**config.mk**
```make
export PLATFORM = sky130hd
export DESIGN_NAME = pipe_hazard_ctrl_flat
export DESIGN_NICKNAME = d
export VERILOG_FILES = /design/src/rtl/pipe_hazard_ctrl_if.sv /design/src/rtl/pipe_hazard_ctrl.sv /design/src/flat_wrapper.sv
export SDC_FILE = /design/constraint.sdc
export NUM_CORES = 1
export LEC_CHECK = 0
export BUFFER_PORTS_ARGS = -buffer_cell sky130_fd_sc_hd__buf_2
export CELL_PAD_IN_SITES_DETAIL_PLACEMENT = 1
export CELL_PAD_IN_SITES_GLOBAL_PLACEMENT = 1
export CORE_MARGIN = 10
export CORE_UTILIZATION = 26
export DETAILED_ROUTE_END_ITERATION = 7
export GPL_TIMING_DRIVEN = 0
export PLACE_DENSITY = 0.73
export SYNTH_ARGS = -nofsm -noshare
export SYNTH_HDL_FRONTEND = slang
export SYNTH_SLANG_ARGS = --single-unit
```
**constraint.sdc**
```tcl
create_clock -name clk -period 1.6 [get_ports clk]
set_input_delay 0.16 -clock clk [delete_from_list [all_inputs] [get_ports clk]]
set_output_delay 0.16 -clock clk [all_outputs]
set_load 0.03 [all_outputs]
```
**src/rtl/pipe_hazard_ctrl_if.sv**
```systemverilog
// pipe_hazard_ctrl_if: hazard fields from the datapath and the
// pipeline-register strobes returned by the hazard controller.
// slave  : controller side (fields in, strobes out)
// master : datapath side (fields out, strobes in)
interface pipe_hazard_ctrl_if;
  logic [4:0] id_rs;
  logic [4:0] id_rt;
  logic       id_uses_rt;
  logic [4:0] ex_rd;
  logic       ex_mem_reg_write;
  logic       ex_long_write;
  logic       ex_branch_taken;
  logic       wb_mem_req;
  logic       mem_ready;
  logic       pc_we;
  logic       if_id_we;
  logic       if_id_clr;
  logic       id_ex_we;
  logic       id_ex_clr;
  logic       ex_wb_we;
  logic       ex_wb_clr;

  modport master (
    output id_rs, id_rt, id_uses_rt, ex_rd,
    output ex_mem_reg_write, ex_long_write,
    output ex_branch_taken, wb_mem_req, mem_ready,
    input  pc_we, if_id_we, if_id_clr,
    input  id_ex_we, id_ex_clr, ex_wb_we, ex_wb_clr
  );

  modport slave (
    input  id_rs, id_rt, id_uses_rt, ex_rd,
    input  ex_mem_reg_write, ex_long_write,
    input  ex_branch_taken, wb_mem_req, mem_ready,
    output pc_we, if_id_we, if_id_clr,
    output id_ex_we, id_ex_clr, ex_wb_we, ex_wb_clr
  );
endinterface

```
**src/rtl/pipe_hazard_ctrl.sv**
```systemverilog
// pipe_hazard_ctrl: pipeline-register strobe generator resolving
// load-use, taken-branch, long-writeback and memory-wait hazards.
// Ports: clk, reset (sync, active-high), hz (slave: hazard fields
// in, pc/IF_ID/ID_EX/EX_WBTL we+clr out), mem_err (sticky timeout),
// stall_cycles / flush_count (perf counters).
// Macro PIPE_HAZARD_CTRL_PERF_EN enables the perf counters;
// otherwise both counter outputs are tied to zero.
module pipe_hazard_ctrl #(
  parameter int LOAD_STALL_CYCLES = 1,
  parameter int MEM_TIMEOUT       = 255
) (
  input  logic        clk,
  input  logic        reset,
  pipe_hazard_ctrl_if.slave hz,
  output logic        mem_err,
  output logic [31:0] stall_cycles,
  output logic [31:0] flush_count
);

  typedef enum logic [1:0] {
    RUN,
    MEM_WAIT,
    LOAD_STALL,
    LONG_WB
  } state_t;

  localparam logic [2:0] LS_LAST  = 3'(LOAD_STALL_CYCLES - 1);
  localparam logic [9:0] TO_MAX   = 10'(MEM_TIMEOUT);
  localparam bit         LS_MULTI = (LOAD_STALL_CYCLES > 1);

  state_t     state_q, state_d;
  logic [2:0] ls_cnt_q, ls_cnt_d;
  logic [9:0] to_cnt_q, to_cnt_d;
  logic       mem_err_d;

  logic ld_use, mem_evt;
  logic pc_we, if_id_we, if_id_clr;
  logic id_ex_we, id_ex_clr, ex_wb_we, ex_wb_clr;

  assign ld_use = hz.ex_mem_reg_write
                & (hz.ex_rd != 5'd0)
                & ((hz.ex_rd == hz.id_rs)
                 | (hz.id_uses_rt & (hz.ex_rd == hz.id_rt)));

  assign mem_evt = hz.wb_mem_req & ~hz.mem_ready;

  always_comb begin
    state_d   = state_q;
    ls_cnt_d  = ls_cnt_q;
    to_cnt_d  = to_cnt_q;
    mem_err_d = mem_err;
    pc_we     = 1'b1;
    if_id_we  = 1'b1;
    id_ex_we  = 1'b1;
    ex_wb_we  = 1'b1;
    if_id_clr = 1'b0;
    id_ex_clr = 1'b0;
    ex_wb_clr = 1'b0;

    if (reset) begin
      pc_we     = 1'b0;
      if_id_we  = 1'b0;
      id_ex_we  = 1'b0;
      ex_wb_we  = 1'b0;
      if_id_clr = 1'b1;
      id_ex_clr = 1'b1;
      ex_wb_clr = 1'b1;
    end else if (state_q == MEM_WAIT) begin
      if (hz.mem_ready) begin
        state_d = RUN;
      end else begin
        pc_we    = 1'b0;
        if_id_we = 1'b0;
        id_ex_we = 1'b0;
        ex_wb_we = 1'b0;
        if (to_cnt_q >= TO_MAX) begin
          // abort: flush everything in flight
          if_id_clr = 1'b1;
          id_ex_clr = 1'b1;
          ex_wb_clr = 1'b1;
          mem_err_d = 1'b1;
          state_d   = RUN;
        end else begin
          to_cnt_d = to_cnt_q + 10'd1;
        end
      end
    end else if (mem_evt) begin
      pc_we    = 1'b0;
      if_id_we = 1'b0;
      id_ex_we = 1'b0;
      ex_wb_we = 1'b0;
      state_d  = MEM_WAIT;
      to_cnt_d = 10'd1;
    end else if (state_q == LONG_WB) begin
      pc_we    = 1'b0;
      if_id_we = 1'b0;
      id_ex_we = 1'b0;
      ex_wb_we = 1'b0;
      state_d  = RUN;
    end else if (hz.ex_branch_taken) begin
      // squashes a dependent load-use consumer too
      if_id_clr = 1'b1;
      id_ex_clr = 1'b1;
      state_d   = RUN;
    end else if (state_q == LOAD_STALL || ld_use) begin
      pc_we     = 1'b0;
      if_id_we  = 1'b0;
      id_ex_clr = 1'b1;
      if (state_q == LOAD_STALL) begin
        ls_cnt_d = ls_cnt_q + 3'd1;
        if (ls_cnt_q == LS_LAST) state_d = RUN;
      end else if (LS_MULTI) begin
        state_d  = LOAD_STALL;
        ls_cnt_d = 3'd1;
      end
    end else if (hz.ex_long_write) begin
      state_d = LONG_WB;
    end
  end

  always_ff @(posedge clk) begin
    if (reset) begin
      state_q  <= RUN;
      ls_cnt_q <= 3'd0;
      to_cnt_q <= 10'd0;
      mem_err  <= 1'b0;
    end else begin
      state_q  <= state_d;
      ls_cnt_q <= ls_cnt_d;
      to_cnt_q <= to_cnt_d;
      mem_err  <= mem_err_d;
    end
  end

  assign hz.pc_we     = pc_we;
  assign hz.if_id_we  = if_id_we;
  assign hz.if_id_clr = if_id_clr;
  assign hz.id_ex_we  = id_ex_we;
  assign hz.id_ex_clr = id_ex_clr;
  assign hz.ex_wb_we  = ex_wb_we;
  assign hz.ex_wb_clr = ex_wb_clr;

`ifdef PIPE_HAZARD_CTRL_PERF_EN
  always_ff @(posedge clk) begin
    if (reset) begin
      stall_cycles <= 32'd0;
      flush_count  <= 32'd0;
    end else begin
      if (!pc_we)    stall_cycles <= stall_cycles + 32'd1;
      if (if_id_clr) flush_count  <= flush_count + 32'd1;
    end
  end
`else
  assign stall_cycles = 32'd0;
  assign flush_count  = 32'd0;
`endif

endmodule
```
**src/flat_wrapper.sv**
```systemverilog
// flat-port wrapper written by rule: the top's interface ports become plain ports
module pipe_hazard_ctrl_flat 
#(
  parameter int LOAD_STALL_CYCLES = 1,
  parameter int MEM_TIMEOUT       = 255
)
  (clk, reset, mem_err, stall_cycles, flush_count, hz_id_rs, hz_id_rt, hz_id_uses_rt, hz_ex_rd, hz_ex_mem_reg_write, hz_ex_long_write, hz_ex_branch_taken, hz_wb_mem_req, hz_mem_ready, hz_pc_we, hz_if_id_we, hz_if_id_clr, hz_id_ex_we, hz_id_ex_clr, hz_ex_wb_we, hz_ex_wb_clr);
  pipe_hazard_ctrl_if hz_i ();
  input  logic clk;
  input  logic reset;
  output logic mem_err;
  output logic [31:0] stall_cycles;
  output logic [31:0] flush_count;
  input wire logic [$bits(hz_i.id_rs)-1:0] hz_id_rs;
  input wire logic [$bits(hz_i.id_rt)-1:0] hz_id_rt;
  input wire logic [$bits(hz_i.id_uses_rt)-1:0] hz_id_uses_rt;
  input wire logic [$bits(hz_i.ex_rd)-1:0] hz_ex_rd;
  input wire logic [$bits(hz_i.ex_mem_reg_write)-1:0] hz_ex_mem_reg_write;
  input wire logic [$bits(hz_i.ex_long_write)-1:0] hz_ex_long_write;
  input wire logic [$bits(hz_i.ex_branch_taken)-1:0] hz_ex_branch_taken;
  input wire logic [$bits(hz_i.wb_mem_req)-1:0] hz_wb_mem_req;
  input wire logic [$bits(hz_i.mem_ready)-1:0] hz_mem_ready;
  output wire logic [$bits(hz_i.pc_we)-1:0] hz_pc_we;
  output wire logic [$bits(hz_i.if_id_we)-1:0] hz_if_id_we;
  output wire logic [$bits(hz_i.if_id_clr)-1:0] hz_if_id_clr;
  output wire logic [$bits(hz_i.id_ex_we)-1:0] hz_id_ex_we;
  output wire logic [$bits(hz_i.id_ex_clr)-1:0] hz_id_ex_clr;
  output wire logic [$bits(hz_i.ex_wb_we)-1:0] hz_ex_wb_we;
  output wire logic [$bits(hz_i.ex_wb_clr)-1:0] hz_ex_wb_clr;
  assign hz_i.id_rs = hz_id_rs;
  assign hz_i.id_rt = hz_id_rt;
  assign hz_i.id_uses_rt = hz_id_uses_rt;
  assign hz_i.ex_rd = hz_ex_rd;
  assign hz_i.ex_mem_reg_write = hz_ex_mem_reg_write;
  assign hz_i.ex_long_write = hz_ex_long_write;
  assign hz_i.ex_branch_taken = hz_ex_branch_taken;
  assign hz_i.wb_mem_req = hz_wb_mem_req;
  assign hz_i.mem_ready = hz_mem_ready;
  assign hz_pc_we = hz_i.pc_we;
  assign hz_if_id_we = hz_i.if_id_we;
  assign hz_if_id_clr = hz_i.if_id_clr;
  assign hz_id_ex_we = hz_i.id_ex_we;
  assign hz_id_ex_clr = hz_i.id_ex_clr;
  assign hz_ex_wb_we = hz_i.ex_wb_we;
  assign hz_ex_wb_clr = hz_i.ex_wb_clr;
  pipe_hazard_ctrl #(.LOAD_STALL_CYCLES(LOAD_STALL_CYCLES), .MEM_TIMEOUT(MEM_TIMEOUT)) u_core (.clk(clk), .reset(reset), .hz(hz_i), .mem_err(mem_err), .stall_cycles(stall_cycles), .flush_count(flush_count));
endmodule
```
After elaboration in Yosys (flattened, before gate mapping)
Cells that the tools add are included.
- input bits: 23
- output and inout port bits: 72
- register bits after elaboration: 16
- eq/ne operators: 10
- reduce and logical (&&, ||, !) cells: 9
- add/subtract/negate cells: 2
- magnitude comparators: 1
- muxes and demuxes: 40
- bitwise logic cells: 10
- operator list (kind ; number):
    $mux 10 ; 4
    $mux 1 ; 26
    $mux 2 ; 10
    $add 10x1->10 const B ; 1
    $eq 5x5->1 ; 2
    $ge 10x8->1 const B ; 1
    $ne 6x2->1 const B ; 1
    $ne 6x3->1 const B ; 1
    $reduce_and 3->1 ; 2
    $reduce_and 6->1 ; 1
    $reduce_bool 6->1 ; 1
    $not 1->1 ; 5
    $reduce_bool 5->1 ; 1
    $and 1x1->1 ; 4
    $eq 2x2->1 const B ; 2
    $ne 2x2->1 const B ; 2
    $reduce_and 4->1 ; 1
    $add 3x1->3 const B ; 1
    $logic_not 3->1 ; 1
    $ne 3x3->1 const B ; 1
    $eq 2x1->1 const B ; 1
    $reduce_bool 2->1 ; 1
    $logic_or 1x1->1 ; 1
    $or 1x1->1 ; 1

Depth between registers and ports, before layout
- word-level depth: 11
- depth in mapped cells: 6

Worst setup path after synthesis
Ideal clock, no wire load.
- path kind: input -> output
- start point: input port hz_ex_rd[1]
- end point: output port hz_pc_we
- setup slack: -0.818 ns
- arrival: 2.258 ns
- buffers on the path: 1
- stages on the path: 6
- cells stage by stage: or4_1 > o21ai_2 > a21o_1 > o21ai_1 > a311oi_1 > buf_4
- cells in the longest elaborated chain, start to end: 11
- RTL lines (item ; RTL line ; text):
    start: declaration ; flat_wrapper.sv:17 ; input wire logic [$bits(hz_i.ex_rd)-1:0] hz_ex_rd;
    $eq 5x5->1 ; pipe_hazard_ctrl.sv:43 ; | (hz.id_uses_rt & (hz.ex_rd == hz.id_rt)));
    $and 1x1->1 ; pipe_hazard_ctrl.sv:43 ;
    $or 1x1->1 ; pipe_hazard_ctrl.sv:43 ;
    $and 1x1->1 * ; pipe_hazard_ctrl.sv:42 ; & ((hz.ex_rd == hz.id_rs)
    $logic_or 1x1->1 * ; pipe_hazard_ctrl.sv:105 ; end else if (state_q == LOAD_STALL || ld_use) begin
    $mux 1 * (6 in a row) ; - ;
    end: declaration ; flat_wrapper.sv:23 ; output wire logic [$bits(hz_i.pc_we)-1:0] hz_pc_we;
Mark *: on every way between the ends. The rest lies on a longest branch, timed or not.

Worst setup path in the final report
- start point: input port hz_ex_rd[4]
- end point: output port hz_pc_we
- cells in the longest elaborated chain, start to end: 11
- RTL lines (item ; RTL line ; text):
    $eq 5x5->1 ; pipe_hazard_ctrl.sv:43 ;
    $and 1x1->1 ; pipe_hazard_ctrl.sv:43 ;
    $or 1x1->1 ; pipe_hazard_ctrl.sv:43 ;
    $and 1x1->1 * ; pipe_hazard_ctrl.sv:42 ;
    $logic_or 1x1->1 * ; pipe_hazard_ctrl.sv:105 ;
    $mux 1 * ; pipe_hazard_ctrl.sv:105 ;
    $mux 1 * ; pipe_hazard_ctrl.sv:100 ; end else if (hz.ex_branch_taken) begin
    $mux 1 * ; pipe_hazard_ctrl.sv:94 ; end else if (state_q == LONG_WB) begin
    $mux 1 * ; pipe_hazard_ctrl.sv:87 ; end else if (mem_evt) begin
    $mux 1 * ; pipe_hazard_ctrl.sv:68 ; end else if (state_q == MEM_WAIT) begin
    $mux 1 * ; pipe_hazard_ctrl.sv:60 ; if (reset) begin
Marked as above.

==> flow_summary.toml <==
[sta]
setup_slack_ps = -231.3
rsz0062_at_grt = "true"
period_needed_ps = 1831
drv_slew = 0
max-slew-margin-rel_pct = 66.15
tightestPinTransition_ps = 507.8
post-route-period-util_pct = 114.5
finalHoldViolCount = 0
fin_skew_ps = 2.853
timing.fmax_ghz = 0.5461
setup_violations = 7

[outcome]
violations = "setup timing"
outcome = "finished with violations"

[pwr]
ir_drop_v = 0.0002705
cellPowerDensity_nw_per_um2 = 566.0
p_total_w = 0.001353
leakage_nw = 1.243

[synthesis]
synth_seq_area_share_pct = 21.44
synth_enable_flop_cells = 0
avgSynthCellArea_um2 = 7.989
netlist_area_um2 = 1494
synth_ff_type = "dfxtp_1"
ys_seq_elements = 16
yosys_warnings = 0
synth_cell_type_count = 39
async_reset_ff_share_pct = 0
synth_cells = 187

[placement]
dp_hpwl_um = 3744
placed_area_um2 = 2007
io_buffers = 30
gp_congestion = 0.7826

[worst_setup_path]
crit_arrival_ps = 1670
path_buf_inv = 3
crit_path_cell_trace = "buf_8 -> or4_4 -> o21ai_4 -> a21o_1 -> o21ai_2 -> a311oi_4 -> buf_6 -> buf_6"
startpoint_type = "input port"
worstPathRequired_ps = 1440
crit_type = "in -> out"
end_kind = "primary output"
critPathMaxStageDelay_ps = 540
crit_path_max_fanout = 3
crit_family = "compound AO/OA/AOI/OAI gates"
path_common_cell = "buf_6"
slowest_stage = "or4_4"

[drt]
finalWirelength_um = 4817
drtPass1Iterations = 3
ant_nets = 0
drc_errors = 0
drt-vias-per-instance = 3.882
via_count = 1452
drtIter0Drc = 28
wl_per_cell_um = 12.88

[floorplanning]
die_x_um = 95.80
ios = 95
core_um2 = 5540
chipHeight_um = 95.80
rows = 27
dieArea_um2 = 9178
start_util_pct = 26.96

[clocking]
clockRootBuffer = "clkbuf_8"
cts_tree = "done"
cts.sinks = 16
clkTransAtPathRegs_ps = 70
cts_max_level = 1
clock_latency_ps = 250
cts_buffers = 3
clockBufferDepth = 2

[global_route]
grt_max_degree = 11
antenna_found_initial = 0
track_usage_pct = 9.967
grt_pass1_vias = 1533
grt_pass1_wl_um = 7396
grt_overflow = 0

[flow_run]
cap_violations = 0

[cells_and_area]
diodes = 0
fillCellCount = 731
drive_above_1_share_pct = 50.99
syn_to_final_growth_pct = 60.05
nNetsFinal = 330
fin_area_um2 = 2391
post-route-util_pct = 43.16

[hold_path]
hold_path_class = "in -> reg"
-- metrics by stage --
step                      worst slack (ps)  TNS (ps)  std cells  hold slack, ps
final                               -231.3    -683.1        374           259.4
after global routing                -287.0     -1556        374           287.4
after CTS                           -274.4    -795.8        365           272.5
after detailed placement            -413.4     -1242        352           459.5
after global placement              -374.7    -872.2        352           437.2
after floorplan                     -290.4    -376.2        250           337.2
-- worst register-to-register path: stages, from the launching register on --
cell      delay (ps)
dfxtp_4          370
nand4_1          210
buf_6            200
o211ai_4         310
buf_6            150
and3_2           160
o21ai_0           70
a21oi_1          120
-- kinds of logic after synthesis --
logic type               count (synthesis)  synth area share, %
AO/OA/AOI/OAI                           31                14.41
XOR/XNOR                                17                9.966
adder cells (fa/ha/maj)                  3                2.513
buffers and inverters                   75                35.51
flip-flops                              16                21.44
multiplexers                             1               0.6700
other                                    1               0.2510
AND/OR/NAND/NOR                         43                15.24
-- worst paths after layout --
check / start / to / slack (ps) / cells past startpoint
setup / recovery: hz_ex_rd[4] / hz_pc_we / -230 / 8
hold / removal: hz_ex_branch_taken / u_core.state_q[1] / 260 / 4
setup reg to reg: u_core.to_cnt_q[3] / u_core.state_q[1] / -60 / 7
hold reg to reg: u_core.to_cnt_q[8] / u_core.to_cnt_q[8] / 490 / 2
-- routing by layer --
layer,GRT usage [%],vias to the layer above,share of wire [%],wire [um]
li1,-,727,-,-
met2,19.81,49,58,2813
met1,9.189,676,33,1590
met3,4.591,0,8.6,414
met4,1.351,0,0,0
met5,0,-,0,0
-- cell type report --
cell class	count	area [um^2]	area share (%)
Buffer	68	508.0	21.25
Clock buffer	3	41.29	1.727
Inverter	7	26.28	1.099
Multi-Input combinational cell	160	1042	43.59
Sequential cell	16	342.8	14.34
Tap cell	72	90.09	3.768
Timing Repair Buffer	48	340.3	14.23
-- layout by cell type (no fill, tap or decap), types with 3 or more instances in the layout --
cell / instances
a21o_1: 3
a21oi_1: 4
a21oi_2: 4
buf_2: 24
buf_4: 81
buf_6: 9
clkbuf_8: 3
conb_1: 64
dfxtp_1: 8
dfxtp_2: 3
dfxtp_4: 5
inv_1: 6
nand2_1: 5
nand3_1: 4
nor2_1: 16
nor3_1: 3
o21ai_0: 5
o21ai_2: 3
xnor2_1: 6
xor2_1: 11
-- cell usage after synthesis (2+ instances only) --
cell type  count  share of area, %
ha_1           3               2.5
o21ai_1        2              0.67
o21ai_0        7               2.3
xor2_1        11               6.4
a21o_1         3               1.5
xnor2_1        6               3.5
dfxtp_1       16                21
nor3_1         4               1.3
nor2_1        17               4.3
nand3_1        5               1.7
a21oi_1        9               3.0
nor4_1         2              0.84
nand2_1        5               1.3
inv_1          7               1.8
buf_4         66                33
-- report_power, final --
part           switching (W)  internal (W)  leakage [nW]
registers          0.0000119      0.000403         0.135
clock network       0.000143      0.000167        0.0216
logic               0.000383      0.000244          1.09
-- state kept, by name (all words and copies together), names as in the netlist --
name and count:
u_core.state_q 2, u_core.to_cnt_q 10, u_core.mem_err 1, u_core.ls_cnt_q 3
-- repair_timing --
action | 4_1_cts | 5_1_grt
endpoints found under the setup margin | 17 | 20
gates cloned | 1 | 0
hold buffers | 0 | 0
pin swaps | 9 | 24
resized for setup | 29 | 27
buffers inserted | 9 | 9
Power figures use the tool's default switching activity.
